==> config.mk <==
export PLATFORM = sky130hd
export DESIGN_NAME = stage_mem
export DESIGN_NICKNAME = d
export VERILOG_FILES = /design/src/rtl/stage_mem.sv
export SDC_FILE = /design/constraint.sdc
export NUM_CORES = 1
export LEC_CHECK = 0
export CAP_MARGIN = 15
export CORE_MARGIN = 3
export CORE_UTILIZATION = 44
export DETAILED_ROUTE_END_ITERATION = 8
export HOLD_SLACK_MARGIN = 0.02
export PLACE_DENSITY = 0.95
export SLEW_MARGIN = 15
export SYNTH_ARGS = -nofsm -noshare
export SYNTH_HDL_FRONTEND = slang
export SYNTH_SLANG_ARGS = --single-unit
==> constraint.sdc <==
create_clock -name CLK -period 3.1 [get_ports CLK]
set_clock_uncertainty 0.1 [all_clocks]
set_input_delay 0.465 -clock CLK [delete_from_list [all_inputs] [get_ports CLK]]
set_output_delay 0.465 -clock CLK [all_outputs]
set_load 0.01 [all_outputs]
==> src/rtl/stage_mem.sv <==
// MEM pipeline stage: EX/MEM latch, data-cache request FSM and MEM/WB latch.
// Optional LL/SC support is enabled by defining STAGE_MEM_ATOMIC_EN.
module stage_mem #(
    parameter int unsigned DATA_W = 32,
    parameter int unsigned RSEL_W = 5
) (
    input  logic              CLK,
    input  logic              RST,
    input  logic              ex_valid,
    input  logic [DATA_W-1:0] ex_aluOut,
    input  logic [DATA_W-1:0] ex_rdat2,
    input  logic [RSEL_W-1:0] ex_regSel,
    input  logic              ex_regWrite,
    input  logic              ex_memRead,
    input  logic              ex_memWrite,
    input  logic              ex_memtoReg,
    input  logic              ex_jal,
    input  logic              ex_halt,
    input  logic              ex_datomic,
    input  logic [DATA_W-1:0] ex_npc,
    input  logic              flush,
    input  logic              dhit,
    input  logic [DATA_W-1:0] dmemload,
    output logic              dmemREN,
    output logic              dmemWEN,
    output logic              datomic,
    output logic [DATA_W-1:0] dmemaddr,
    output logic [DATA_W-1:0] dmemstore,
    output logic              mem_stall,
    output logic [DATA_W-1:0] mem_fwd_dat,
    output logic [RSEL_W-1:0] mem_fwd_regSel,
    output logic              mem_fwd_regWrite,
    output logic              wb_valid,
    output logic              wb_regWrite,
    output logic              wb_halt,
    output logic [RSEL_W-1:0] wb_regSel,
    output logic [DATA_W-1:0] wb_wdat
);

    typedef struct packed {
        logic              valid;
        logic [DATA_W-1:0] alu;
        logic [DATA_W-1:0] rdat2;
        logic [RSEL_W-1:0] regsel;
        logic              regwrite;
        logic              memread;
        logic              memwrite;
        logic              memtoreg;
        logic              jal;
        logic              halt;
        logic              datomic;
        logic [DATA_W-1:0] npc;
    } exm_t;

    typedef enum logic [1:0] {
        S_IDLE   = 2'd0,
        S_WAIT   = 2'd1,
        S_HALTED = 2'd2
    } state_t;

    state_t            state_q, state_d;
    exm_t              exm_q, exm_d, ex_in;
    logic              wb_valid_q, wb_valid_d;
    logic              wb_regwrite_q, wb_regwrite_d;
    logic              wb_halt_q, wb_halt_d;
    logic [RSEL_W-1:0] wb_regsel_q, wb_regsel_d;
    logic [DATA_W-1:0] wb_wdat_q, wb_wdat_d;

    logic              in_wait;
    logic              accept;
    logic              is_sc;
    logic              use_load;
    logic              regwrite_eff;
    logic              atomic_en;

`ifdef STAGE_MEM_ATOMIC_EN
    assign atomic_en = 1'b1;
`else
    assign atomic_en = 1'b0;
`endif

    // Decode of the latched op and stall/accept handshake
    always_comb begin
        in_wait      = (state_q == S_WAIT);
        mem_stall    = in_wait & ~dhit;
        accept       = (state_q != S_HALTED) & ~mem_stall;
        is_sc        = exm_q.memwrite & exm_q.datomic;
        // SC returns its success flag only when atomics exist; otherwise it is a plain store
        regwrite_eff = exm_q.regwrite & (atomic_en | ~is_sc);
        use_load     = exm_q.memtoreg | (atomic_en & is_sc);
    end

    // Incoming op; bubbles and flushed ops carry no controls or data
    always_comb begin
        ex_in = '0;
        if (ex_valid && !flush) begin
            ex_in.valid    = 1'b1;
            ex_in.alu      = ex_aluOut;
            ex_in.rdat2    = ex_rdat2;
            ex_in.regsel   = ex_regSel;
            ex_in.regwrite = ex_regWrite;
            ex_in.memread  = ex_memRead;
            ex_in.memwrite = ex_memWrite;
            ex_in.memtoreg = ex_memtoReg;
            ex_in.jal      = ex_jal;
            ex_in.halt     = ex_halt;
            ex_in.datomic  = ex_datomic;
            ex_in.npc      = ex_npc;
        end
    end

    // Next-state for the FSM and both pipeline latches
    always_comb begin
        state_d       = state_q;
        exm_d         = exm_q;
        wb_valid_d    = 1'b0;
        wb_regwrite_d = 1'b0;
        wb_regsel_d   = '0;
        wb_wdat_d     = '0;
        wb_halt_d     = wb_halt_q;

        if (state_q == S_HALTED) begin
            exm_d = '0;
        end else if (accept) begin
            exm_d = ex_in;
            if (exm_q.valid) begin
                wb_valid_d    = 1'b1;
                wb_regwrite_d = regwrite_eff;
                wb_regsel_d   = exm_q.regsel;
                wb_halt_d     = wb_halt_q | exm_q.halt;
                if (exm_q.jal) begin
                    wb_wdat_d = exm_q.npc;
                end else if (use_load) begin
                    wb_wdat_d = dmemload;
                end else begin
                    wb_wdat_d = exm_q.alu;
                end
            end
            if (exm_q.valid && exm_q.halt) begin
                state_d = S_HALTED;
            end else if (ex_in.memread || ex_in.memwrite) begin
                state_d = S_WAIT;
            end else begin
                state_d = S_IDLE;
            end
        end
    end

    always_ff @(posedge CLK) begin
        if (RST) begin
            state_q       <= S_IDLE;
            exm_q         <= '0;
            wb_valid_q    <= 1'b0;
            wb_regwrite_q <= 1'b0;
            wb_halt_q     <= 1'b0;
            wb_regsel_q   <= '0;
            wb_wdat_q     <= '0;
        end else begin
            state_q       <= state_d;
            exm_q         <= exm_d;
            wb_valid_q    <= wb_valid_d;
            wb_regwrite_q <= wb_regwrite_d;
            wb_halt_q     <= wb_halt_d;
            wb_regsel_q   <= wb_regsel_d;
            wb_wdat_q     <= wb_wdat_d;
        end
    end

    // Cache request is held only while waiting; a write suppresses a read
    assign dmemWEN   = in_wait & exm_q.memwrite;
    assign dmemREN   = in_wait & exm_q.memread & ~exm_q.memwrite;
    assign datomic   = atomic_en & in_wait & exm_q.datomic;
    assign dmemaddr  = exm_q.alu;
    assign dmemstore = exm_q.rdat2;

    // Pending memory results are not forwardable; the hazard unit stalls instead
    assign mem_fwd_dat      = exm_q.jal ? exm_q.npc : exm_q.alu;
    assign mem_fwd_regSel   = exm_q.regsel;
    assign mem_fwd_regWrite = exm_q.valid & regwrite_eff & ~in_wait & (state_q != S_HALTED);

    assign wb_valid    = wb_valid_q;
    assign wb_regWrite = wb_regwrite_q;
    assign wb_halt     = wb_halt_q;
    assign wb_regSel   = wb_regsel_q;
    assign wb_wdat     = wb_wdat_q;

    a_rw_exclusive: assert property (@(posedge CLK) disable iff (RST)
        !(in_wait && exm_q.memread && exm_q.memwrite));

endmodule
* Word-level counts from Yosys, hierarchy flattened
Index checks and enable logic that the tools add are counted.
Operators by class: reduce and logical (&&, ||, !) cells 9, bitwise operators 19, add/subtract/negate cells 0, magnitude comparators 0, equal/unequal tests 3, multiply operators 0, divide/modulo/power cells 0, shift-type cells 0, mux-type cells 7
Operators by type and width (count):
- $mux 109 | 1
- $mux 32 | 3
- $and 1x1->1 | 10
- $not 1->1 | 8
- $reduce_or 4->1 | 1
- $reduce_and 3->1 | 1
- $reduce_or 3->1 | 1
- $eq 2x1->1 const B | 1
- $eq 2x2->1 const B | 1
- $logic_and 1x1->1 | 2
- $mux 1 | 2
- $mux 2 | 1
- $ne 2x2->1 const B | 1
- $reduce_and 2->1 | 1
- $reduce_or 2->1 | 1
- $logic_not 1->1 | 1
- $logic_or 1x1->1 | 1
- $or 1x1->1 | 1
Storage, ports and cells: output and inout port bits 146, flip-flop bits (word level) 151, logic and storage cells 56, bits in writable memories 0, input bits 145, memory bits (read-only) 0, memories 0, latch bits 0

* Longest topological paths before layout
word-level depth 6, gate-level depth with buffers 7, depth with buffers taken out 3

* Least setup slack after synthesis
OpenSTA, ideal clock, no wires.
path type register -> output, from register exm_q[34] (netlist bit), to output mem_fwd_dat[16], required time 2.535 ns, arrival 1.266 ns, buffers on the path 3, cell stages (with the launch flop) 6, slack 1.269 ns, cells stage by stage dfxtp_1 -> clkbuf_1 -> clkbuf_1 -> buf_1 -> nand2_1 -> o21ai_0
On the way: cells in the longest elaborated chain, start to end 1
Ends and longest elaborated chain:
- from (decl) | line 62 | exm_t exm_q, exm_d, ex_in;
- from (signal assigned) | line 160 | exm_q <= exm_d;
- $mux 32 | line 177 | assign mem_fwd_dat = exm_q.jal ? exm_q.npc : exm_q.alu;
- to (decl) | line 30 | output logic [DATA_W-1:0] mem_fwd_dat,
No other way between the ends.

* Worst setup path in the final report
from register exm_q[34] (netlist bit), to output mem_fwd_dat[24]
Same word-level chain as after synthesis.

==> run metrics <==
status=complete, no violations; Port Buf Inserts=289; Hold/Removal Path Class=reg2reg; HPWL Detailed=12.7 mm; Worst Tran Pin Value=0.774 ns; final net count=950; CP endpoint kind=output pin; # rows=42; clock slew at reported path FFs=0.06 ns; CTS H-tree depth=4; Fillers=970; die width=123 um; Tmin final=2.67 ns; Slew HR=0.484; syn avg cell area=10.0 um^2; Post-CTS Setup Inserts=0; r2r endpoint=dmemaddr[18]; YS warnings=0; Die Span Y=123 um; Starting Density=0.452; share of cells above drive strength 1=0.0515; Post-synth EDFFs=0; # DRC=0; TritonCTS Sinks=151; total track usage=0.232; Final period util=0.862; routed vias=5121; FF-to-FF Start=state_q[0]; cts bufs inserted=17; setup total negative slack=0 ns; register-to-register setup slack=1.14 ns; worst vdd rail ir drop=0.306 mV; core area=13300 um^2; most frequent cells in the layout=clkdlybuf4s50_1, dfxtp_1, a22o_1; initial antenna violation count=0; Die Area=15200 um^2; Root Driver=clkbuf_16; ant diodes=0; Yosys cell types=31; Main synth FF type=dfxtp_1; Worst setup SP type=flip-flop; GPL Wtd Cong=0.848; Fin. Hold Viols=0; Setup CP Type=reg2out; synthesis-to-finish area growth=50.5%; drt total wl=17.9 mm; average wire per standard cell=18.1 um; Max Transition Viols Final=0; number of DRC markers in iteration 0=332; drt pass-1 iters=4; # placed instances=962; Pwr Density=475 nW/um^2; Mapped Area=6040 um^2; GRT Residual Overflow=0; most common cell after layout, fill and taps aside=clkdlybuf4s50_1; Cell Count, Final, Fillers Out=992; hold depth=1; Worst Setup EP=mem_fwd_dat[24]; Gate Count Post-Synth=603; number of global-route vias before repair=5121; remaining antenna violation count=0; leakage power=3.33 nW; CTS resizes=0; Hold Buf Count CTS=0; Seq/Total Area, Yosys=0.501; Worst-Skew Late Latency=0.41 ns; crit path from=exm_q[34]; Setup violations, final=0; via/cell ratio=5.16; FF+latch count, synth=151; CTS tree=built; fmax=374 MHz; WP data arrival=2.11 ns; Worst EP required=2.53 ns; ys async rst share=0; first-pass GRT wire length=27.1 mm; Top-Level Pins=291; cell count of the worst reg-to-reg path=4; Max clock buf depth=2; CP max FO=60; largest net degree at the start of global routing=109; MaxCap Viol Count=0; syn nets=748; unrepaired setup endpoints after global routing=false
-- layer usage --
metal / share of wire / vias to the layer above / routed length (um) / global-route usage
met5: 0 / - / 0 / 0
met4: 0.026 / 0 / 470 / 0.0955
met3: 0.11 / 34 / 1990 / 0.0984
met2: 0.49 / 246 / 8740 / 0.394
met1: 0.38 / 2411 / 6720 / 0.255
li1: - / 2430 / - / -
-- power by group --
group	total, mW	internal [mW]	switching [mW]	leakage (nW)
logic	0.446	0.297	0.149	1.85
clock network	1.84	1.07	0.770	0.254
registers	2.03	1.99	0.0416	1.23
total	4.32	3.36	0.961	3.33
-- cell usage after synthesis, types with 2 or more instances --
library cell / count / area share
clkbuf_1: 17 / 0.011
buf_1: 2 / 0.0012
a31oi_1: 2 / 0.0021
o21ai_0: 64 / 0.053
dfxtp_1: 151 / 0.50
nor3_1: 3 / 0.0025
and2_1: 38 / 0.039
a22o_1: 106 / 0.15
nand2_1: 34 / 0.021
a21oi_1: 2 / 0.0017
mux2i_1: 32 / 0.053
nor2b_1: 6 / 0.0062
o2bb2ai_1: 2 / 0.0029
buf_4: 75 / 0.093
nor3b_1: 2 / 0.0025
inv_1: 33 / 0.021
buf_2: 19 / 0.016
nand2b_1: 2 / 0.0021
-- logic make-up (layout without fill, tap and decap cells) --
logic type | after synthesis | after routing | share of synthesized area
DFF | 151 | 151 | 0.501
muxes | 32 | 32 | 0.0530
buffers and inverters | 146 | 359 | 0.141
AOI/OAI and AO/OA | 178 | 178 | 0.216
other | 1 | 1 | 0.000621
and+or+nand+nor | 95 | 95 | 0.0885
-- flip-flops by register name, indices dropped and copies added (netlist names) --
| register | cells |
|---|---|
| wb_regWrite | 1 |
| dmemaddr | 32 |
| wb_regSel | 5 |
| wb_wdat | 32 |
| wb_valid | 1 |
| state_q | 2 |
| use_load | 1 |
| exm_q | 39 |
| mem_fwd_regSel | 5 |
| wb_halt | 1 |
| dmemstore | 32 |
-- critical path: stages (launching register included) --
cell and delay (ns):
dfxtp_2 0.58, buf_12 0.29, nand2_1 0.12, o21ai_0 0.11, clkdlybuf4s50_1 0.58
-- stage by stage --
stage,worst slack (ns),cell area [um^2],util,power [mW],hold WS (ns)
finish,0.428,9090,0.681,4.32,0.370
global route,0.255,9090,0.681,4.47,0.387
CTS,0.407,9090,0.681,4.35,0.376
detailed placement,0.564,8560,0.642,2.52,0.357
global placement,0.583,8560,0.642,2.50,0.354
floorplan,1.27,6040,-,2.24,0.342
-- final cells by class --
class,instances,area (um^2),share of cell area
clock buffer,22,474,0.0522
clock inverter,8,51.3,0.00564
inverter,33,124,0.0136
multi-input combinational,306,2190,0.241
sequential,151,3030,0.333
tap,176,220,0.0242
timing repair buffer,296,3010,0.331
-- how the worst min path moves through the flow --
stage                       start             to
global placement    dmemstore[11]  dmemstore[11]
detailed placement  dmemstore[12]  dmemstore[12]
floorplan               exm_q[31]      exm_q[31]
finish               dmemstore[6]   dmemstore[6]
global route         dmemstore[9]   dmemstore[9]
CTS                 dmemstore[10]  dmemstore[10]
Power figures use the tool's default switching activity.
